==> src/rtl/input_pkg.sv <==
// Shared types for the input-conditioning blocks: per-channel button FSM
// state and the counter-width helper.
package input_pkg;

    localparam int STATE_W = 2;

    typedef enum logic [STATE_W-1:0] {
        RELEASED = 2'd0,
        PRESSED  = 2'd1,
        LONG     = 2'd2
    } btn_state_e;

    // Bits needed to hold 0..max_val inclusive.
    function automatic int cnt_width(input int max_val);
        return (max_val < 1) ? 1 : $clog2(max_val + 1);
    endfunction

endpackage

==> src/rtl/button_channel.sv <==
// One conditioner channel: tick-driven debounce plus RELEASED/PRESSED/LONG
// event FSM. Auto-repeat is present only when AUTO_REPEAT_EN is defined.
module button_channel
    import input_pkg::*;
#(
    parameter int DEBOUNCE_TICKS = 200,
    parameter int LONG_TICKS     = 2000,
    parameter int REPEAT_TICKS   = 400
) (
    input  logic       clk,
    input  logic       rst_n,
    input  logic       tick,
    input  logic       s,
    output logic       level,
    output logic       press,
    output logic       release_pulse,
    output logic       long_press,
    output logic       repeat_pulse,
    output btn_state_e state_dbg
);

    if (DEBOUNCE_TICKS < 1) begin : g_bad_debounce
        $error("button_channel: DEBOUNCE_TICKS must be >= 1");
    end
    if (LONG_TICKS < 1) begin : g_bad_long
        $error("button_channel: LONG_TICKS must be >= 1");
    end
    if (REPEAT_TICKS < 1) begin : g_bad_repeat
        $error("button_channel: REPEAT_TICKS must be >= 1");
    end

    localparam int DW = cnt_width(DEBOUNCE_TICKS);
    localparam int HW = cnt_width(LONG_TICKS);
    localparam logic [DW-1:0] DB_LAST   = DW'(DEBOUNCE_TICKS - 1);
    localparam logic [HW-1:0] HOLD_LAST = HW'(LONG_TICKS - 1);

    logic [DW-1:0] db_cnt, db_cnt_n;
    logic          level_n, rise, fall;

    btn_state_e    state, state_n;
    logic [HW-1:0] hold_cnt, hold_cnt_n;
    logic          press_n, release_n, long_n;

`ifdef AUTO_REPEAT_EN
    localparam int RW = cnt_width(REPEAT_TICKS);
    localparam logic [RW-1:0] REP_LAST = RW'(REPEAT_TICKS - 1);

    logic [RW-1:0] rep_cnt, rep_cnt_n;
    logic          repeat_n;
`endif

    // Any agreeing sample restarts the window, so only a run of
    // DEBOUNCE_TICKS disagreeing samples flips the level.
    always_comb begin
        level_n  = level;
        db_cnt_n = db_cnt;
        rise     = 1'b0;
        fall     = 1'b0;
        if (tick) begin
            if (s == level) begin
                db_cnt_n = '0;
            end else if (db_cnt == DB_LAST) begin
                level_n  = ~level;
                db_cnt_n = '0;
                rise     = ~level;
                fall     = level;
            end else begin
                db_cnt_n = db_cnt + DW'(1);
            end
        end
    end

    // A fall is checked first in each held state so it wins over an
    // expiring hold or repeat count on the same tick.
    always_comb begin
        state_n    = state;
        hold_cnt_n = hold_cnt;
        press_n    = 1'b0;
        release_n  = 1'b0;
        long_n     = 1'b0;
`ifdef AUTO_REPEAT_EN
        rep_cnt_n  = rep_cnt;
        repeat_n   = 1'b0;
`endif
        if (tick) begin
            case (state)
                RELEASED: begin
                    if (rise) begin
                        state_n    = PRESSED;
                        press_n    = 1'b1;
                        hold_cnt_n = '0;
                    end
                end
                PRESSED: begin
                    if (fall) begin
                        state_n    = RELEASED;
                        release_n  = 1'b1;
                        hold_cnt_n = '0;
                    end else if (hold_cnt == HOLD_LAST) begin
                        state_n    = LONG;
                        long_n     = 1'b1;
                        hold_cnt_n = '0;
`ifdef AUTO_REPEAT_EN
                        rep_cnt_n  = '0;
`endif
                    end else begin
                        hold_cnt_n = hold_cnt + HW'(1);
                    end
                end
                LONG: begin
                    if (fall) begin
                        state_n    = RELEASED;
                        release_n  = 1'b1;
                        hold_cnt_n = '0;
`ifdef AUTO_REPEAT_EN
                        rep_cnt_n  = '0;
                    end else if (rep_cnt == REP_LAST) begin
                        repeat_n   = 1'b1;
                        rep_cnt_n  = '0;
                    end else begin
                        rep_cnt_n  = rep_cnt + RW'(1);
`endif
                    end
                end
                default: begin
                    state_n    = RELEASED;
                    hold_cnt_n = '0;
                end
            endcase
        end
    end

    always_ff @(posedge clk or negedge rst_n) begin
        if (!rst_n) begin
            level         <= 1'b0;
            db_cnt        <= '0;
            state         <= RELEASED;
            hold_cnt      <= '0;
            press         <= 1'b0;
            release_pulse <= 1'b0;
            long_press    <= 1'b0;
        end else begin
            level         <= level_n;
            db_cnt        <= db_cnt_n;
            state         <= state_n;
            hold_cnt      <= hold_cnt_n;
            press         <= press_n;
            release_pulse <= release_n;
            long_press    <= long_n;
        end
    end

`ifdef AUTO_REPEAT_EN
    always_ff @(posedge clk or negedge rst_n) begin
        if (!rst_n) begin
            rep_cnt      <= '0;
            repeat_pulse <= 1'b0;
        end else begin
            rep_cnt      <= rep_cnt_n;
            repeat_pulse <= repeat_n;
        end
    end
`else
    assign repeat_pulse = 1'b0;
`endif

    assign state_dbg = state;

endmodule

==> src/rtl/synchronizer.sv <==
// WIDTH-wide two-flop synchronizer bringing asynchronous inputs into the
// clk domain. Both stages reset to 0.
module synchronizer #(
    parameter int WIDTH = 1
) (
    input  logic             clk,
    input  logic             rst_n,
    input  logic [WIDTH-1:0] d,
    output logic [WIDTH-1:0] q
);

    logic [WIDTH-1:0] meta;

    always_ff @(posedge clk or negedge rst_n) begin
        if (!rst_n) begin
            meta <= '0;
            q    <= '0;
        end else begin
            meta <= d;
            q    <= meta;
        end
    end

endmodule

==> src/rtl/button_conditioner.sv <==
// N-channel pushbutton/switch conditioner: polarity fix, synchronizer, shared
// sample-tick prescaler and per-channel event channels. Optional: AUTO_REPEAT_EN.
module button_conditioner
    import input_pkg::*;
#(
    parameter int               WIDTH          = 4,
    parameter int               SAMPLE_CNT_MAX = 47500,
    parameter int               DEBOUNCE_TICKS = 200,
    parameter int               LONG_TICKS     = 2000,
    parameter int               REPEAT_TICKS   = 400,
    parameter logic [WIDTH-1:0] INVERT         = {WIDTH{1'b0}}
) (
    input  logic                       clk,
    input  logic                       rst_n,
    input  logic [WIDTH-1:0]           in,
    output logic [WIDTH-1:0]           level,
    output logic [WIDTH-1:0]           press,
    output logic [WIDTH-1:0]           release_pulse,
    output logic [WIDTH-1:0]           long_press,
    output logic [WIDTH-1:0]           repeat_pulse,
    output logic [WIDTH*STATE_W-1:0]   fsm_state
);

    if (SAMPLE_CNT_MAX < 2) begin : g_bad_sample
        $error("button_conditioner: SAMPLE_CNT_MAX must be >= 2");
    end

    localparam int PW = cnt_width(SAMPLE_CNT_MAX - 1);
    localparam logic [PW-1:0] PRE_LAST = PW'(SAMPLE_CNT_MAX - 1);

    logic [WIDTH-1:0] s;
    logic [PW-1:0]    pre_cnt;
    logic             tick;

    // Active-low lines are flipped before synchronising so a high idle line
    // already reads as released straight out of reset.
    synchronizer #(
        .WIDTH(WIDTH)
    ) u_sync (
        .clk  (clk),
        .rst_n(rst_n),
        .d    (in ^ INVERT),
        .q    (s)
    );

    assign tick = (pre_cnt == PRE_LAST);

    always_ff @(posedge clk or negedge rst_n) begin
        if (!rst_n) begin
            pre_cnt <= '0;
        end else if (tick) begin
            pre_cnt <= '0;
        end else begin
            pre_cnt <= pre_cnt + PW'(1);
        end
    end

    for (genvar i = 0; i < WIDTH; i++) begin : g_chan
        btn_state_e chan_state;

        button_channel #(
            .DEBOUNCE_TICKS(DEBOUNCE_TICKS),
            .LONG_TICKS    (LONG_TICKS),
            .REPEAT_TICKS  (REPEAT_TICKS)
        ) u_chan (
            .clk          (clk),
            .rst_n        (rst_n),
            .tick         (tick),
            .s            (s[i]),
            .level        (level[i]),
            .press        (press[i]),
            .release_pulse(release_pulse[i]),
            .long_press   (long_press[i]),
            .repeat_pulse (repeat_pulse[i]),
            .state_dbg    (chan_state)
        );

        assign fsm_state[i*STATE_W +: STATE_W] = chan_state;
    end

endmodule

==> config.mk <==
export PLATFORM = sky130hd
export DESIGN_NAME = button_conditioner
export DESIGN_NICKNAME = d
export VERILOG_FILES = /design/src/rtl/input_pkg.sv /design/src/rtl/button_channel.sv /design/src/rtl/synchronizer.sv /design/src/rtl/button_conditioner.sv
export SDC_FILE = /design/constraint.sdc
export NUM_CORES = 1
export LEC_CHECK = 0
export ABC_CLOCK_PERIOD_IN_PS = 4059
export CELL_PAD_IN_SITES_DETAIL_PLACEMENT = 1
export CELL_PAD_IN_SITES_GLOBAL_PLACEMENT = 2
export CORE_AREA = 4 4 144 146
export CTS_BUF_LIST = sky130_fd_sc_hd__clkbuf_4
export CTS_CLUSTER_DIAMETER = 200
export DETAILED_ROUTE_END_ITERATION = 7
export DIE_AREA = 0 0 148 150
export PLACE_DENSITY_LB_ADDON = 0.1
export RECOVER_POWER = 100
export SYNTH_ARGS = -nofsm -noshare
export SYNTH_HDL_FRONTEND = slang
export SYNTH_SLANG_ARGS = --single-unit
export TNS_END_PERCENT = 100
==> constraint.sdc <==
create_clock -name clk -period 4.06 [get_ports clk]
set_input_delay 0.609 -clock clk [delete_from_list [all_inputs] [get_ports clk]]
set_output_delay 0.609 -clock clk [all_outputs]
set_load 0.01 [all_outputs]
Word level (Yosys, flattened, before mapping)
Cells that the tools add are included.

word-level totals
  word-level logic and storage cells = 214
  bits of input ports = 6
  register bits = 124
  output and inout port bits = 28

operators by class
  equal/unequal tests = 33
  add/subtract/negate cells = 9
  bitwise operators = 8
  reductions and logical operators = 20
  muxes and demuxes = 113

operator list
  cell                                                  number
  two-way mux 11 bit                                    16
  one-hot mux 11 bit (3 select lines)                   4
  two-way mux 1 bit                                     64
  two-way mux 8 bit                                     8
  adder 11 x 1 -> 11 bit (second input constant)        4
  equality test 11 bit (second input constant)          4
  adder 8 x 1 -> 8 bit (second input constant)          4
  equality test 8 bit (second input constant)           4
  two-way mux 2 bit                                     16
  one-hot mux 2 bit (3 select lines)                    4
  AND reduction 3 bit                                   8
  adder 16 x 1 -> 16 bit (second input constant)        1
  equality test 16 bit (second input constant)          1
  two-way mux 16 bit                                    1
  != test 2 x 1 -> 1 bit (second input constant)        8
  AND reduction 4 bit                                   4
  != test 3 x 1 -> 1 bit (second input constant)        4
  equality test 2 x 1 -> 1 bit (second input constant)  4
  equality test 2 bit (second input constant)           4
  zero test 2 bit                                       4
  inverter 1 bit                                        8
  OR reduction 2 bit                                    4
  equality test 1 bit                                   4

Depth between registers and ports, before layout
Gate-level depths: netlist of run 1.

  depth in word-level cells = 7
  mapped depth = 10
  gate-level depth less buffers = 7

Cells and area by module
From an unflattened synthesis of run 1, not the netlist that was laid out.

second synthesis, totals
  cell total of the unflattened synthesis = 690
  area, all modules = 7000.5 um^2

by module, submodules not included
  module                                  area each (um^2)  sequential area each (um^2)  cells each  times used
  button_channel at g_chan[0].u_chan ...  1486.4            625.6                        150         3
  button_channel at g_chan[1].u_chan      1569.0            625.6                        160         1
  button_conditioner                      772.0             400.4                        72          1
  synchronizer                            200.2             200.2                        8           1

Worst setup path after synthesis of run 1
Ideal clock, no wire load.

  kind = register to register
  start point = reg g_chan[1].u_chan.state[0]
  end point = reg g_chan[1].u_chan.hold_cnt[9]
  library setup time = 0.104 ns
  path buffers = 1
  cell stages (with the launch flop) = 9
  clock period less this slack = 2.375 ns
  data required time = 3.956 ns
  setup slack = 1.685 ns
  arrival = 2.271 ns
  cell sequence = dfrtp_1 inv_1 ha_1 or3b_2 a211oi_2 o21ai_2 or3_1 buf_6 o41ai_4

on the way
  cells in the longest elaborated chain, start to end = 3
  elaborated cells on any way between the ends = 7
  those cells by class = 4 x eq/ne; 1 x mux; 2 x reduce/logical

RTL lines
  item                                                    line                   source
  from (decl)                                             button_channel.sv:40   btn_state_e state, state_n;
  from (signal assigned)                                  button_channel.sv:145  state <= state_n;
  equality test 2 bit or zero test 2 bit (tied branches)  button_channel.sv:86   case (state)
  != test 2 x 1 -> 1 bit (no source line)                 -
  AND reduction 3 bit (no source line)                    -
  to (signal assigned)                                    button_channel.sv:146  hold_cnt <= hold_cnt_n;
  to (decl)                                               button_channel.sv:41   logic [HW-1:0] hold_cnt, hold_cnt_n;

Several ways; a longest one is shown, not always the timed one.
A chain may end at the register's enable or synchronous reset.

Final worst setup path of run 1
  start point = reg pre_cnt[0]
  end point = reg g_chan[0].u_chan.hold_cnt[4]

on the way
  cells in the longest elaborated chain, start to end = 4
  elaborated cells on any way between the ends = 8
  those cells by class = 3 x eq/ne; 4 x mux; 1 x reduce/logical

RTL lines
  item                                                                        line                      source
  from (decl)                                                                 button_conditioner.sv:32  logic [PW-1:0] pre_cnt;
  from (signal assigned)                                                      button_conditioner.sv:54  pre_cnt <= pre_cnt + PW'(1);
  equality test 16 bit (*)                                                    button_conditioner.sv:46  assign tick = (pre_cnt == PRE_LAST);
  two-way mux 1 bit                                                           button_channel.sv:59      if (tick) begin
  two-way mux 11 bit or != test 2 x 1 -> 1 bit (tied branches)                -
  one-hot mux 11 bit (3 select lines) or AND reduction 3 bit (tied branches)  -
  to (signal assigned)                                                        button_channel.sv:146
  to (decl)                                                                   button_channel.sv:41

Mark *: on every way between the ends. The rest lies on a longest branch, timed or not.

==> impl_summary.log, run 1 <==
INFO  metric grt_max_degree = 73
INFO  metric max_slew_margin = -0.269
INFO  metric port_buffers = 29
INFO  metric clk_pin_slew_worst_paths = 0.12 ns
INFO  metric grt_first_pass_wirelength = 28.0 mm
INFO  metric holdCritPathClass = register to register
INFO  metric achievable-frequency = between 300 and 400 MHz
INFO  metric core_area = approximately 19000 sq um
INFO  metric via_count_of_the_first_global_routing_pass = around 5800
INFO  metric final_critical_path_setup_slack = ~0.78 ns
INFO  metric synth_async_sr_flop_share = 1.00
INFO  metric initial_utilization = 0.344
INFO  metric cp_top_family = simple AND/OR/NAND/NOR gates
INFO  metric worst-slew-pin-transition = about 1.9 ns
INFO  metric global_router_s_overall_resource_usage = 0.153
INFO  metric layout.cell_area.non_filler = between 7000 and 8000 sq um
INFO  metric area_delta_synth_final = 9.85%
INFO  metric cts_inserted_buffers = 17
INFO  metric dieHeight = roughly 150 um
INFO  metric crit_path_end_kind = register
INFO  metric p_leak = ~3.2 nW
INFO  metric drt_first_iter_violations = between 100 and 150
INFO  metric finalMaxSlewViolations = approximately 110
INFO  metric post_cts_hold_buffer_count = 0
INFO  metric worst_setup_slack_post_dpl = about 1.1 ns
INFO  metric post-cts-setup-buffer-count = 0
INFO  metric outcome = finished, violations left
INFO  metric dpl.hpwl = between 10 and 15 mm
INFO  metric final.min_clock_period = around 3.3 ns
INFO  metric filler_cell_count_in_the_final_layout = about 2200
INFO  metric worst_setup_path_start_kind = register
INFO  metric multi_input_gate_area_in_the_final_layout = 3240 sq um
INFO  metric fin_tns_setup = 0 ns
INFO  metric finalClockSkew = between 0.015 and 0.02 ns
INFO  metric finish.net_count = ~740
INFO  metric timing.critical_path.arrival = roughly 3.8 ns
INFO  metric postCtsResizedCells = 0
INFO  metric yosysUniqueCellTypes = 67
INFO  metric finalSetupViolations = 0
INFO  metric cts.sinks = between 100 and 150
INFO  metric yosys_most_used_dff = sky130_fd_sc_hd__dfrtp_1
INFO  metric synthTopCellsByArea = sky130_fd_sc_hd__dfrtp_1 (46%), sky130_fd_sc_hd__o21ai_0 (5.7%), sky130_fd_sc_hd__ha_1 (3.9%)
INFO  metric postRouteWirelength = about 16 mm
INFO  metric post-route-period-util = 0.807
INFO  metric antenna_left = 0
INFO  metric synth_sequential_area_ratio = 0.464
INFO  metric floorplan.die_area = about 22000 sq um
INFO  metric ff_latch_count_synth = between 100 and 150
INFO  metric area.sequential = approximately 3100 sq um
INFO  metric worstPathRequired = about 4.5 ns
INFO  metric first_pass_drt_iterations = 4
INFO  metric power.ir.vdd_worst = roughly 150 uV
INFO  metric dr_total_vias = between 5000 and 6000
INFO  metric clk_latency = 0.53 ns
INFO  metric cell_chosen_for_the_clock_root = sky130_fd_sc_hd__clkbuf_4
INFO  metric rsz0062_at_grt = no
INFO  metric gp_congestion = between 0.8 and 0.9
INFO  metric route.detailed.wl_per_inst = 16.4 um
INFO  metric yosysTopAreaCell = sky130_fd_sc_hd__dfrtp_1
INFO  metric post_synth_instance_area = 6680 sq um
INFO  metric placement_cell_area = 7110 sq um
INFO  metric antenna_found_initial = 1
INFO  metric cellPowerDensity = 291 nW/um^2
INFO  metric die_x_extent = ~150 um
INFO  metric gate_count_post_synth = 695
INFO  metric drt_drc_violations_left = 0
INFO  metric syn_avg_cell_area = 9.61 sq um
INFO  metric critPathMaxFanout = 25
INFO  metric vias_per_cell = 5.37
INFO  metric synth-edff-count = 0
INFO  metric critical_path_buf_inv_count = 1
INFO  metric cts-root-to-sink-buffers = 2
INFO  metric hold_violations = 0
INFO  metric globalRouteOverflowTotal = 0
INFO  metric setup.worst_path.class = register to register
INFO  metric critPathSlowestCell = sky130_fd_sc_hd__and4_1
INFO  metric cp_cell_sequence = ha_1, nor4b_1, and4_1, buf_4, o31ai_1, nor2_1, a22o_1
INFO  metric yosysWarningCount = 0
INFO  metric finish.utilization = 0.378
INFO  metric violations = capacitance limit, slew limit
INFO  metric cts.htree.levels = 4
INFO  metric ios = 34
INFO  metric share_of_the_synthesized_area_in_the_top_cell_type = 0.464
INFO  metric cts_tree = built
INFO  metric rows = 51
INFO  metric final_layout_size_suffix_gt1_frac = 0.0894
INFO  metric maxCapViolations = 2
INFO  metric critPathMaxStageDelay = 0.92 ns
-- cells in the final DEF (no fill, tap or decap), types with 6 or more instances in the layout --
| cell | instances |
|---|---|
| sky130_fd_sc_hd__inv_1 | 24 |
| sky130_fd_sc_hd__dfrtp_1 | 124 |
| sky130_fd_sc_hd__nand4_1 | 13 |
| sky130_fd_sc_hd__nand2_1 | 65 |
| sky130_fd_sc_hd__a21o_1 | 14 |
| sky130_fd_sc_hd__nand2b_1 | 13 |
| sky130_fd_sc_hd__and3_1 | 13 |
| sky130_fd_sc_hd__or4_1 | 6 |
| sky130_fd_sc_hd__clkbuf_4 | 21 |
| sky130_fd_sc_hd__o31ai_1 | 16 |
| sky130_fd_sc_hd__nor2_1 | 44 |
| sky130_fd_sc_hd__a21oi_1 | 20 |
| sky130_fd_sc_hd__o21ai_0 | 76 |
| sky130_fd_sc_hd__ha_1 | 21 |
| sky130_fd_sc_hd__dlygate4sd3_1 | 28 |
| sky130_fd_sc_hd__xor2_1 | 11 |
| sky130_fd_sc_hd__and4b_1 | 6 |
| sky130_fd_sc_hd__xnor2_1 | 8 |
| sky130_fd_sc_hd__nor2b_1 | 6 |
| sky130_fd_sc_hd__nand3_1 | 49 |
| sky130_fd_sc_hd__a22o_1 | 9 |
| sky130_fd_sc_hd__nor4_1 | 6 |
| sky130_fd_sc_hd__a211oi_1 | 6 |
| sky130_fd_sc_hd__nor3_1 | 23 |
| sky130_fd_sc_hd__or2_2 | 6 |
-- Yosys cell counts (3+ instances only) --
master                      number
sky130_fd_sc_hd__nor4_1          6
sky130_fd_sc_hd__o2bb2ai_1       5
sky130_fd_sc_hd__o31ai_1        14
sky130_fd_sc_hd__xor2_1         11
sky130_fd_sc_hd__or2_2           6
sky130_fd_sc_hd__a2bb2oi_1       3
sky130_fd_sc_hd__or3_1           5
sky130_fd_sc_hd__nor4b_1         3
sky130_fd_sc_hd__nor4_2          4
sky130_fd_sc_hd__a21o_1         14
sky130_fd_sc_hd__o21ai_0        76
sky130_fd_sc_hd__nand2_1        65
sky130_fd_sc_hd__nand4_1        13
sky130_fd_sc_hd__a211oi_1        6
sky130_fd_sc_hd__nand3_1        49
sky130_fd_sc_hd__clkbuf_1       10
sky130_fd_sc_hd__and3_1         13
sky130_fd_sc_hd__xnor2_1         8
sky130_fd_sc_hd__or4b_4          3
sky130_fd_sc_hd__a21oi_1        20
sky130_fd_sc_hd__or3b_2          4
sky130_fd_sc_hd__and4_1          3
sky130_fd_sc_hd__nor2_1         44
sky130_fd_sc_hd__inv_1          24
sky130_fd_sc_hd__and2_1          4
sky130_fd_sc_hd__mux2_2          5
sky130_fd_sc_hd__and4b_1         6
sky130_fd_sc_hd__nand2b_1       13
sky130_fd_sc_hd__nor3b_1         4
sky130_fd_sc_hd__o41ai_1         5
sky130_fd_sc_hd__nor3_1         23
sky130_fd_sc_hd__buf_4          22
sky130_fd_sc_hd__nor2b_1         6
sky130_fd_sc_hd__dfrtp_1       124
sky130_fd_sc_hd__or4_1           6
sky130_fd_sc_hd__a22o_1          9
sky130_fd_sc_hd__ha_1           21
-- worst reg2reg max path: cells and delay by family (launching register included) --
| kind | cells | cell delay (ns) |
|---|---|---|
| flops | 1 | 0.41 |
| simple gates | 3 | 1.78 |
| fa+ha+maj | 1 | 0.21 |
| buf+inv | 1 | 0.34 |
| compound gates | 2 | 0.50 |
-- registers in the layout (all words and copies together) (netlist names) --
signal / count
g_chan.u_chan.release_pulse: 4
u_sync.q: 4
g_chan.u_chan.level: 4
pre_cnt: 16
g_chan.u_chan.state_dbg: 8
g_chan.u_chan.long_press: 4
g_chan.u_chan.hold_cnt: 44
u_sync.meta: 4
g_chan.u_chan.press: 4
g_chan.u_chan.db_cnt: 32
-- power breakdown --
group | internal [mW] | leakage [nW] | switching (mW) | total, mW
sequential | 1.24 | 1.70 | 0.00340 | 1.24
combinational | 0.00811 | 1.32 | 0.0334 | 0.0415
clock | 0.379 | 0.139 | 0.473 | 0.852
-- cell families after synthesis --
logic type,share of synthesized area
AOI/OAI and AO/OA,0.174
xor gates and xnor gates,0.0249
adders and majority gates,0.0393
buffers and inverters,0.0507
DFF,0.464
muxes,0.00992
other,0.000561
and+or+nand+nor,0.237
-- worst paths after layout --
check | end | cells past startpoint | slack [ns] | start
max | g_chan[0].u_chan.hold_cnt[4] | 7 | 0.78 | pre_cnt[0]
min | u_sync.q[0] | 0 | 0.36 | u_sync.meta[0]
max reg2reg | g_chan[0].u_chan.hold_cnt[4] | 7 | 0.78 | pre_cnt[0]
min reg2reg | u_sync.q[0] | 0 | 0.36 | u_sync.meta[0]
max in group asynchronous | g_chan[0].u_chan.state_dbg[1] | 2 | 1.68 | rst_n
min in group asynchronous | g_chan[3].u_chan.press | 1 | 0.57 | rst_n
-- area by class of cell --
class / count / share of cell area
Clock inverter: 10 / 0.0136
Multi-Input combinational cell: 513 / 0.441
Clock buffer: 21 / 0.0215
Timing Repair Buffer: 35 / 0.0430
Sequential cell: 124 / 0.423
Antenna cell: 1 / 0.000341
Tap cell: 265 / 0.0452
Inverter: 24 / 0.0123
-- stage by stage --
| step | instances | total power, mW | hold WS [ns] |
|---|---|---|---|
| 6_report | 993 | 2.14 | 0.362 |
| 5_1_grt | 993 | 2.25 | 0.366 |
| 4_1_cts | 992 | 2.18 | 0.230 |
| 3_5_place_dp | 961 | 1.31 | 0.336 |
| 3_3_place_gp | 961 | 1.31 | 0.334 |
| 2_1_floorplan | 698 | 1.28 | 0.313 |
-- metal layers --
| layer | up-vias | wire length (um) | track usage | part of all wire |
|---|---|---|---|---|
| li1 | 2556 | - | - | - |
| met4 | 0 | 163 | 0.0508 | 0.010 |
| met2 | 41 | 8220 | 0.271 | 0.51 |
| met1 | 2720 | 7450 | 0.181 | 0.46 |
| met3 | 15 | 408 | 0.0382 | 0.025 |
| met5 | - | 0 | 0 | 0 |
Power figures use the tool's default switching activity.
==> run 2: changes to the inputs <==
--- a/config.mk
+++ b/config.mk
@@ -5,7 +5,7 @@
 export SDC_FILE = /design/constraint.sdc
 export NUM_CORES = 1
 export LEC_CHECK = 0
-export ABC_CLOCK_PERIOD_IN_PS = 4059
+export ABC_CLOCK_PERIOD_IN_PS = 2750
 export CELL_PAD_IN_SITES_DETAIL_PLACEMENT = 1
 export CELL_PAD_IN_SITES_GLOBAL_PLACEMENT = 2
 export CORE_AREA = 4 4 144 146
==> constraint.sdc (replaced) <==
create_clock -name clk -period 2.75 [get_ports clk]
set_input_delay 0.4125 -clock clk [delete_from_list [all_inputs] [get_ports clk]]
set_output_delay 0.4125 -clock clk [all_outputs]
set_load 0.01 [all_outputs]
==> run 2 against run 1 <==
Compared with the run above: first-iteration DRC count is 54% higher; sequential power is 48% higher; global-route usage is 0.14 points higher; largest power group unchanged; clock power is 94% higher; wire length is 0.61% lower; total power is 66% higher; hold slack worse by 0.0031 ns; via count is 0.45% lower; largest cell class unchanged; the run now ends clean; highest routed layer unchanged.
==> impl_summary.log, run 2 (synthesized netlist as in run 1, its figures left out) <==
INFO  metric outcome = finished clean (was finished, violations left)
INFO  metric worst_setup_path_start_kind = register (unchanged)
INFO  metric largest_registers = g_chan.u_chan.hold_cnt x44, g_chan.u_chan.db_cnt x32, pre_cnt x16 (unchanged)
INFO  metric holdCritPathClass = register to register (unchanged)
INFO  metric route.detailed.wl_per_inst = 16.1 um (was 16.4 um)
INFO  metric regMostFlops = g_chan.u_chan.hold_cnt (unchanged)
INFO  metric global_router_s_overall_resource_usage = 0.154 (was 0.153)
INFO  metric globalRouteOverflowTotal = 0 (unchanged)
INFO  metric drt_drc_violations_left = 0 (unchanged)
INFO  metric finalClockSkew = 0.0271 ns (was 0.0185 ns)
INFO  metric clk_pin_slew_worst_paths = 0.13 ns (was 0.12 ns)
INFO  metric achievable-frequency = 399 MHz (was 305 MHz)
INFO  metric first_pass_drt_iterations = 4 (unchanged)
INFO  metric min_to = u_sync.q[0] (unchanged)
INFO  metric antenna_found_initial = 1 (unchanged)
INFO  metric core_area = 19400 sq um (unchanged)
INFO  metric cell_chosen_for_the_clock_root = sky130_fd_sc_hd__clkbuf_4 (unchanged)
INFO  metric die_x_extent = 148 um (unchanged)
INFO  metric vias_per_cell = 5.30 (was 5.37)
INFO  metric finalSetupViolations = 0 (unchanged)
INFO  metric most_frequent_cells_in_the_layout = sky130_fd_sc_hd__dfrtp_1 (124), sky130_fd_sc_hd__o21ai_0 (76), sky130_fd_sc_hd__nand2_1 (65) (unchanged)
INFO  metric cellPowerDensity = 472 nW/um^2 (was 291 nW/um^2)
INFO  metric finalMaxSlewViolations = 0 (was 109)
INFO  metric max_slew_margin = 0.260 (was -0.269)
INFO  metric worstPathRequired = 3.24 ns (was 4.54 ns)
INFO  metric critPathSlowestCell = sky130_fd_sc_hd__a21oi_1 (was sky130_fd_sc_hd__and4_1)
INFO  metric fin_tns_setup = 0 ns (unchanged)
INFO  metric regToRegEndpoint = g_chan[2].u_chan.hold_cnt[0] (was g_chan[0].u_chan.hold_cnt[4])
INFO  metric dpl.hpwl = 11.1 mm (was 11.4 mm)
INFO  metric final.min_clock_period = 2.51 ns (was 3.28 ns)
INFO  metric holdPathStages = 0 (unchanged)
INFO  metric cts.sinks = 124 (unchanged)
INFO  metric hold_path.startpoint = u_sync.meta[0] (unchanged)
INFO  metric final_layout_size_suffix_gt1_frac = 0.103 (was 0.0894)
INFO  metric maxCapViolations = 0 (was 2)
INFO  metric cts_inserted_buffers = 17 (unchanged)
INFO  metric critPathMaxStageDelay = 0.72 ns (was 0.92 ns)
INFO  metric largest_register_ffs = 44 (unchanged)
INFO  metric r2r_cells = 7 (unchanged)
INFO  metric cp_cell_sequence = ha_1, nor4b_2, and4_1, buf_12, a21oi_1, nand2_1, o21ai_0 (was ha_1, nor4b_1, and4_1, buf_4, o31ai_1, nor2_1, a22o_1)
INFO  metric port_buffers = 29 (unchanged)
INFO  metric timing.critical_path.arrival = 2.99 ns (was 3.76 ns)
INFO  metric rsz0062_at_grt = no (unchanged)
INFO  metric critical_path.reg2reg.startpoint = pre_cnt[0] (unchanged)
INFO  metric finish.net_count = 749 (was 742)
INFO  metric clk_latency = 0.56 ns (was 0.53 ns)
INFO  metric setup.worst_path.class = register to register (unchanged)
INFO  metric hold_violations = 0 (unchanged)
INFO  metric cts_tree = built (unchanged)
INFO  metric antenna_left = 0 (unchanged)
INFO  metric crit_path_end_kind = register (unchanged)
INFO  metric floorplan.die_area = 22200 sq um (unchanged)
INFO  metric dieHeight = 150 um (unchanged)
INFO  metric filler_cell_count_in_the_final_layout = 2260 (was 2247)
INFO  metric grt_first_pass_wirelength = 28.3 mm (was 28.0 mm)
INFO  metric dr_total_vias = 5308 (was 5332)
INFO  metric initial_utilization = 0.344 (unchanged)
INFO  metric ios = 34 (unchanged)
INFO  metric power.ir.vdd_worst = 253 uV (was 155 uV)
INFO  metric p_leak = 3.20 nW (was 3.16 nW)
INFO  metric post-route-period-util = 0.911 (was 0.807)
INFO  metric cts.htree.levels = 4 (unchanged)
INFO  metric most_frequent_standard_cell_in_the_layout_excluding_fill_and_tap_cells = sky130_fd_sc_hd__dfrtp_1 (unchanged)
INFO  metric critPathMaxFanout = 23 (was 25)
INFO  metric post-layout-total-power = 3.55 mW (was 2.14 mW)
INFO  metric r2r_slack = 0.24 ns (was 0.78 ns)
INFO  metric rows = 51 (unchanged)
INFO  metric grt_max_degree = 48 (was 73)
INFO  metric area_delta_synth_final = 12.6% (was 9.85%)
INFO  metric gp_congestion = 0.771 (was 0.806)
INFO  metric cts-root-to-sink-buffers = 2 (unchanged)
INFO  metric postRouteWirelength = 16.1 mm (was 16.2 mm)
INFO  metric via_count_of_the_first_global_routing_pass = 5699 (was 5795)
INFO  metric worst-slew-pin-transition = 1.11 ns (was 1.90 ns)
INFO  metric drt_first_iter_violations = 206 (was 134)
-- run 2: changes by cell type in the layout (fill, tap and decap cells not counted), moves of 2 or more --
cell,delta
sky130_fd_sc_hd__buf_12,+2
sky130_fd_sc_hd__clkbuf_4,-2
sky130_fd_sc_hd__o31ai_1,-2
sky130_fd_sc_hd__clkinv_1,-2
sky130_fd_sc_hd__or4b_4,-3
sky130_fd_sc_hd__buf_4,+4
sky130_fd_sc_hd__o31ai_2,+2
sky130_fd_sc_hd__bufinv_16,+4
sky130_fd_sc_hd__or4b_1,+3
-- run 2: worst max-delay path by stage --
stage                             startpoint                            to  slack [ns]  cells past startpoint
2_1_floorplan  g_chan[1].u_chan.state_dbg[0]  g_chan[1].u_chan.hold_cnt[9]        0.38                      8
3_3_place_gp   g_chan[1].u_chan.state_dbg[1]  g_chan[1].u_chan.hold_cnt[9]        0.27                      7
3_5_place_dp                      pre_cnt[0]  g_chan[0].u_chan.hold_cnt[4]        0.18                      7
4_1_cts        g_chan[1].u_chan.state_dbg[1]  g_chan[1].u_chan.hold_cnt[9]        0.15                      7
5_1_grt           g_chan[0].u_chan.db_cnt[5]  g_chan[0].u_chan.hold_cnt[8]        0.04                      5
6_report                          pre_cnt[0]  g_chan[2].u_chan.hold_cnt[0]        0.24                      7
-- run 2: critical path: cells and delay by family (launching register included) --
kind,cells,cell delay (ns)
DFF,1,0.43
and+or+nand+nor,3,0.68
buffers and inverters,1,0.17
adders and majority gates,1,0.25
AOI/OAI and AO/OA,2,0.93
-- run 2: stage by stage --
stage / hold slack [ns] / cell area, sq um / util / worst slack [ns] / std cells
after floorplan: 0.117 / 6690 / - / 0.375 / 698
after global placement: 0.334 / 7190 / 0.371 / 0.270 / 967
after detailed placement: 0.337 / 7190 / 0.371 / 0.184 / 967
after CTS: 0.242 / 7560 / 0.390 / 0.155 / 1000
after global routing: 0.355 / 7520 / 0.388 / 0.0365 / 1002
final: 0.359 / 7520 / 0.388 / 0.244 / 1002
-- run 2: power breakdown --
part / switching (mW) / internal (mW) / total [mW]
Combinational: 0.0496 / 0.0129 / 0.0625
Sequential: 0.00514 / 1.83 / 1.83
Clock: 0.737 / 0.916 / 1.65
Total: 0.791 / 2.76 / 3.55
-- run 2: routing by layer --
metal | share of wire | track usage | routed length (um) | vias to the layer above
met5 | 0 | 0 | 0 | -
met4 | 0.011 | 0.0416 | 177 | 0
met3 | 0.024 | 0.0357 | 384 | 14
met2 | 0.50 | 0.260 | 7990 | 43
met1 | 0.47 | 0.200 | 7590 | 2679
li1 | - | - | - | 2572
-- run 2: timing repair --
action | CTS | global route
endpoints found under the setup margin | 0 | 10
buffers inserted | 0 | 0
hold endpoints to repair | 39 | 0
hold buffers | 1 | 0
gates resized for setup | 0 | 3
-- run 2: final cells by class --
cell class | count | area (sq um) | share of cell area
clock inverters | 13 | 221 | 0.0294
diodes | 2 | 5.00 | 0.000665
multi-input cells | 513 | 3230 | 0.430
well taps | 265 | 332 | 0.0441
repair buffers | 42 | 397 | 0.0527
flip-flops and latches | 124 | 3100 | 0.412
clock buffers | 19 | 143 | 0.0190
inverters | 24 | 90.1 | 0.0120
==> run 3: changes to the inputs <==
--- a/config.mk
+++ b/config.mk
@@ -5,14 +5,15 @@
 export SDC_FILE = /design/constraint.sdc
 export NUM_CORES = 1
 export LEC_CHECK = 0
+export ABC_AREA = 1
 export ABC_CLOCK_PERIOD_IN_PS = 2750
 export CELL_PAD_IN_SITES_DETAIL_PLACEMENT = 1
 export CELL_PAD_IN_SITES_GLOBAL_PLACEMENT = 2
-export CORE_AREA = 4 4 144 146
+export CORE_AREA = 4 4 157 159
 export CTS_BUF_LIST = sky130_fd_sc_hd__clkbuf_4
 export CTS_CLUSTER_DIAMETER = 200
 export DETAILED_ROUTE_END_ITERATION = 7
-export DIE_AREA = 0 0 148 150
+export DIE_AREA = 0 0 161 163
 export PLACE_DENSITY_LB_ADDON = 0.1
 export RECOVER_POWER = 100
 export SYNTH_ARGS = -nofsm -noshare
==> run 3 against run 2 <==
Compared with the run above: the run now ends with capacitance limit, slew limit left; fmax grew 7.1%; combinational power grew 8.2%; worst setup slack gained 0.17 ns; clock power shrank 19%; sequential share of layout area shrank 4.1 points; register-to-register slack gained 0.17 ns; final area grew 11%; critical path depth grew 4; highest routed layer unchanged.
==> impl_summary.log, run 3 <==
INFO  metric outcome = finished, violations left (was finished clean)
INFO  metric violations = capacitance limit, slew limit
INFO  metric clk_latency = 0.53 ns (was 0.56 ns)
INFO  metric share_of_the_synthesized_area_in_the_top_cell_type = 0.411 (was 0.464)
INFO  metric share_of_cell_area_taken_by_muxes_after_synthesis = 0.00398 (was 0.00993)
INFO  metric vias_per_cell = 4.60 (was 5.30)
INFO  metric post_synth_and_or_nand_nor_area_fraction = 0.361 (was 0.237)
INFO  metric regMostFlops = g_chan.u_chan.hold_cnt (unchanged)
INFO  metric xor_xnor_portion_of_the_synthesized_cell_area = 0.0336 (was 0.0249)
INFO  metric crit_path_end_kind = register (unchanged)
INFO  metric synth-edff-count = 0 (unchanged)
INFO  metric setup.worst_path.class = register to register (unchanged)
INFO  metric maxCapViolations = 1 (was 0)
INFO  metric cts_tree = built (unchanged)
INFO  metric most_frequent_cells_in_the_layout = sky130_fd_sc_hd__nand2_1 (298), sky130_fd_sc_hd__nor2_1 (160), sky130_fd_sc_hd__inv_1 (138) (was sky130_fd_sc_hd__dfrtp_1 (124), sky130_fd_sc_hd__o21ai_0 (76), sky130_fd_sc_hd__nand2_1 (65))
INFO  metric synth_async_sr_flop_share = 1.00 (unchanged)
INFO  metric synth_top_family_by_area = simple AND/OR/NAND/NOR gates (unchanged)
INFO  metric ios = 34 (unchanged)
INFO  metric power.ir.vdd_worst = 184 uV (was 253 uV)
INFO  metric initial_utilization = 0.324 (was 0.344)
INFO  metric first_pass_drt_iterations = 4 (unchanged)
INFO  metric max_slew_margin = -0.263 (was 0.260)
INFO  metric critPathMaxStageDelay = 0.51 ns (was 0.72 ns)
INFO  metric global_router_s_overall_resource_usage = 0.160 (was 0.154)
INFO  metric core_area = 23300 sq um (was 19400 sq um)
INFO  metric finalMaxSlewViolations = 70 (was 0)
INFO  metric gp_congestion = 0.756 (was 0.771)
INFO  metric cp_common_cell = sky130_fd_sc_hd__nand2_1
INFO  metric globalRouteOverflowTotal = 0 (unchanged)
INFO  metric cts.sinks = 124 (unchanged)
INFO  metric synth_sequential_area_ratio = 0.411 (was 0.464)
INFO  metric achievable-frequency = 427 MHz (was 399 MHz)
INFO  metric die_x_extent = 161 um (was 148 um)
INFO  metric worst_setup_path_start_kind = register (unchanged)
INFO  metric final_layout_size_suffix_gt1_frac = 0.0576 (was 0.103)
INFO  metric dpl.hpwl = 15.0 mm (was 11.1 mm)
INFO  metric syn_avg_cell_area = 7.21 sq um (was 9.61 sq um)
INFO  metric largest_registers = g_chan.u_chan.hold_cnt x44, g_chan.u_chan.db_cnt x32, pre_cnt x16 (unchanged)
INFO  metric yosys_most_used_dff = sky130_fd_sc_hd__dfrtp_1 (unchanged)
INFO  metric port_buffers = 29 (unchanged)
INFO  metric instances_no_fill = 1414 (was 1002)
INFO  metric critPathMaxFanout = 11 (was 23)
INFO  metric yosysTopAreaCell = sky130_fd_sc_hd__dfrtp_1 (unchanged)
INFO  metric worstPathRequired = 3.21 ns (was 3.24 ns)
INFO  metric timing.critical_path.arrival = 2.80 ns (was 2.99 ns)
INFO  metric most_frequent_standard_cell_in_the_layout_excluding_fill_and_tap_cells = sky130_fd_sc_hd__nand2_1 (was sky130_fd_sc_hd__dfrtp_1)
INFO  metric hold_violations = 0 (unchanged)
INFO  metric worst-slew-pin-transition = 1.89 ns (was 1.11 ns)
INFO  metric holdCritPathClass = register to register (unchanged)
INFO  metric synth_most_common_cell = sky130_fd_sc_hd__nand2_1 (was sky130_fd_sc_hd__dfrtp_1)
INFO  metric largest_register_ffs = 44 (unchanged)
INFO  metric finalClockSkew = 0.0239 ns (was 0.0271 ns)
INFO  metric critical_path_buf_inv_count = 1 (unchanged)
INFO  metric synth-compound-area-share = 0.0522 (was 0.174)
INFO  metric yosysUniqueCellTypes = 44 (was 67)
INFO  metric place_inst = 1381 (was 967)
INFO  metric rsz0062_at_grt = no (unchanged)
INFO  metric synthTopCellsByCount = sky130_fd_sc_hd__nand2_1 (294), sky130_fd_sc_hd__nor2_1 (156), sky130_fd_sc_hd__inv_1 (138) (was sky130_fd_sc_hd__dfrtp_1 (124), sky130_fd_sc_hd__o21ai_0 (76), sky130_fd_sc_hd__nand2_1 (65))
INFO  metric yosysWarningCount = 0 (unchanged)
INFO  metric cts_inserted_buffers = 17 (unchanged)
INFO  metric drt_first_iter_violations = 303 (was 206)
INFO  metric dr_total_vias = 6503 (was 5308)
INFO  metric finalSetupViolations = 0 (unchanged)
INFO  metric fin_tns_setup = 0 ns (unchanged)
INFO  metric post_synth_adder_cell_area = 0.0348 (was 0.0393)
INFO  metric drt_drc_violations_left = 0 (unchanged)
INFO  metric cell_chosen_for_the_clock_root = sky130_fd_sc_hd__clkbuf_4 (unchanged)
INFO  metric post-route-period-util = 0.851 (was 0.911)
INFO  metric cellPowerDensity = 387 nW/um^2 (was 472 nW/um^2)
INFO  metric cp_top_family = simple AND/OR/NAND/NOR gates (was compound AO/OA/AOI/OAI gates)
INFO  metric via_count_of_the_first_global_routing_pass = 6858 (was 5699)
INFO  metric cts.htree.levels = 4 (unchanged)
INFO  metric post_synth_instance_area = 7550 sq um (was 6680 sq um)
INFO  metric final.min_clock_period = 2.34 ns (was 2.51 ns)
INFO  metric rows = 56 (was 51)
INFO  metric cp_cell_sequence = ha_1, inv_1, nor2_1, nand2_1, nor2_1, nand2_1, a21oi_2, nand2_2, nor2_1, nand2_1, nand2_1 (was ha_1, nor4b_2, and4_1, buf_12, a21oi_1, nand2_1, o21ai_0)
INFO  metric hold_ws = 0.362 ns (was 0.359 ns)
INFO  metric grt_first_pass_wirelength = 34.3 mm (was 28.3 mm)
INFO  metric ff_latch_count_synth = 124 (unchanged)
INFO  metric gate_count_post_synth = 1047 (was 695)
INFO  metric p_leak = 4.04 nW (was 3.20 nW)
INFO  metric grt_max_degree = 71 (was 48)
INFO  metric route.detailed.wl_per_inst = 14.0 um (was 16.1 um)
INFO  metric critPathSlowestCell = sky130_fd_sc_hd__a21oi_2 (was sky130_fd_sc_hd__a21oi_1)
INFO  metric postRouteWirelength = 19.8 mm (was 16.1 mm)
INFO  metric floorplan.die_area = 26200 sq um (was 22200 sq um)
INFO  metric dieHeight = 163 um (was 150 um)
INFO  metric finish.net_count = 1109 (was 749)
INFO  metric area_delta_synth_final = 10.6% (was 12.6%)
INFO  metric antenna_found_initial = 1 (unchanged)
INFO  metric clk_pin_slew_worst_paths = 0.11 ns (was 0.13 ns)
INFO  metric cts-root-to-sink-buffers = 2 (unchanged)
INFO  metric r2r_slack = 0.41 ns (was 0.24 ns)
INFO  metric antenna_left = 0 (unchanged)
INFO  metric post-layout-total-power = 3.23 mW (was 3.55 mW)
INFO  metric synthTopCellsByArea = sky130_fd_sc_hd__dfrtp_1 (41%), sky130_fd_sc_hd__nand2_1 (15%), sky130_fd_sc_hd__nor2_1 (7.8%) (was sky130_fd_sc_hd__dfrtp_1 (46%), sky130_fd_sc_hd__o21ai_0 (5.7%), sky130_fd_sc_hd__ha_1 (3.9%))
## run 3: cell count changes in the layout (fill, tap and decap cells not counted), sizes merged, moves of 13 or more
cell    previous run  this run
nor2              44       166
inv               24       142
nand2b            13         0
nand3             49        92
nand4             13        26
xor2              11        27
o31ai             16         0
a21o              15         0
o21ai             78        32
nand2             65       306
## run 3: metal layers
layer,vias to the layer above,GRT usage,routed length (um)
met5,-,0,0
met4,0,0.0430,211
met3,19,0.0240,469
met2,61,0.268,9210
met1,3073,0.218,9950
li1,3350,-,-
## run 3: timing repair
action                    CTS  global route
hold endpoints to repair   67             0
hold buffers                1             0
resized for setup           0             0
setup buffers               0             0
## run 3: worst paths after layout
path                                                endpoint  cells past startpoint            from
worst min register to register                   u_sync.q[1]                      0  u_sync.meta[1]
max in group asynchronous             g_chan[1].u_chan.level                      2           rst_n
worst max register to register  g_chan[2].u_chan.hold_cnt[1]                     11      pre_cnt[0]
worst max-delay path            g_chan[2].u_chan.hold_cnt[1]                     11      pre_cnt[0]
min in group asynchronous       g_chan[3].u_chan.hold_cnt[1]                      2           rst_n
worst min-delay path                             u_sync.q[1]                      0  u_sync.meta[1]
## run 3: layout make-up
| class | instances | area, sq um |
|---|---|---|
| clock inverters | 11 | 126 |
| multi-input cells | 751 | 3630 |
| clock buffers | 20 | 150 |
| inverters | 144 | 543 |
| fillers | 2953 | 14900 |
| well taps | 319 | 399 |
| repair buffers | 44 | 394 |
| flip-flops and latches | 124 | 3100 |
| diodes | 1 | 2.50 |
## run 3: report_power, final
part	switching (mW)	leakage [nW]	internal, mW
clock network	0.693	0.159	0.640
logic	0.0541	2.18	0.0135
registers	0.00289	1.70	1.83
## run 3: worst reg2reg max path, cell delays in order, from the launching register on
cell	delay [ns]
sky130_fd_sc_hd__dfrtp_1	0.39
sky130_fd_sc_hd__ha_1	0.21
sky130_fd_sc_hd__inv_1	0.09
sky130_fd_sc_hd__nor2_1	0.09
sky130_fd_sc_hd__nand2_1	0.06
sky130_fd_sc_hd__nor2_1	0.09
sky130_fd_sc_hd__nand2_1	0.28
sky130_fd_sc_hd__a21oi_2	0.52
sky130_fd_sc_hd__nand2_2	0.23
sky130_fd_sc_hd__nor2_1	0.18
sky130_fd_sc_hd__nand2_1	0.07
sky130_fd_sc_hd__nand2_1	0.06
## run 3: cells by family (layout without fill, tap and decap cells)
family	count (synthesis)	in the layout
compound gates	68	68
xor+xnor	29	29
fa+ha+maj	21	21
buf+inv	175	219
flops	124	124
mux	3	3
other cells	1	5
simple gates	626	626
## run 3: stage by stage
| stage | worst slack (ns) | area (sq um) | utilization |
|---|---|---|---|
| floorplan | 1.07 | 7560 | - |
| global placement | 0.569 | 8140 | 0.350 |
| detailed placement | 0.509 | 8140 | 0.350 |
| CTS | 0.468 | 8420 | 0.362 |
| global route | 0.178 | 8350 | 0.359 |
| finish | 0.411 | 8350 | 0.359 |
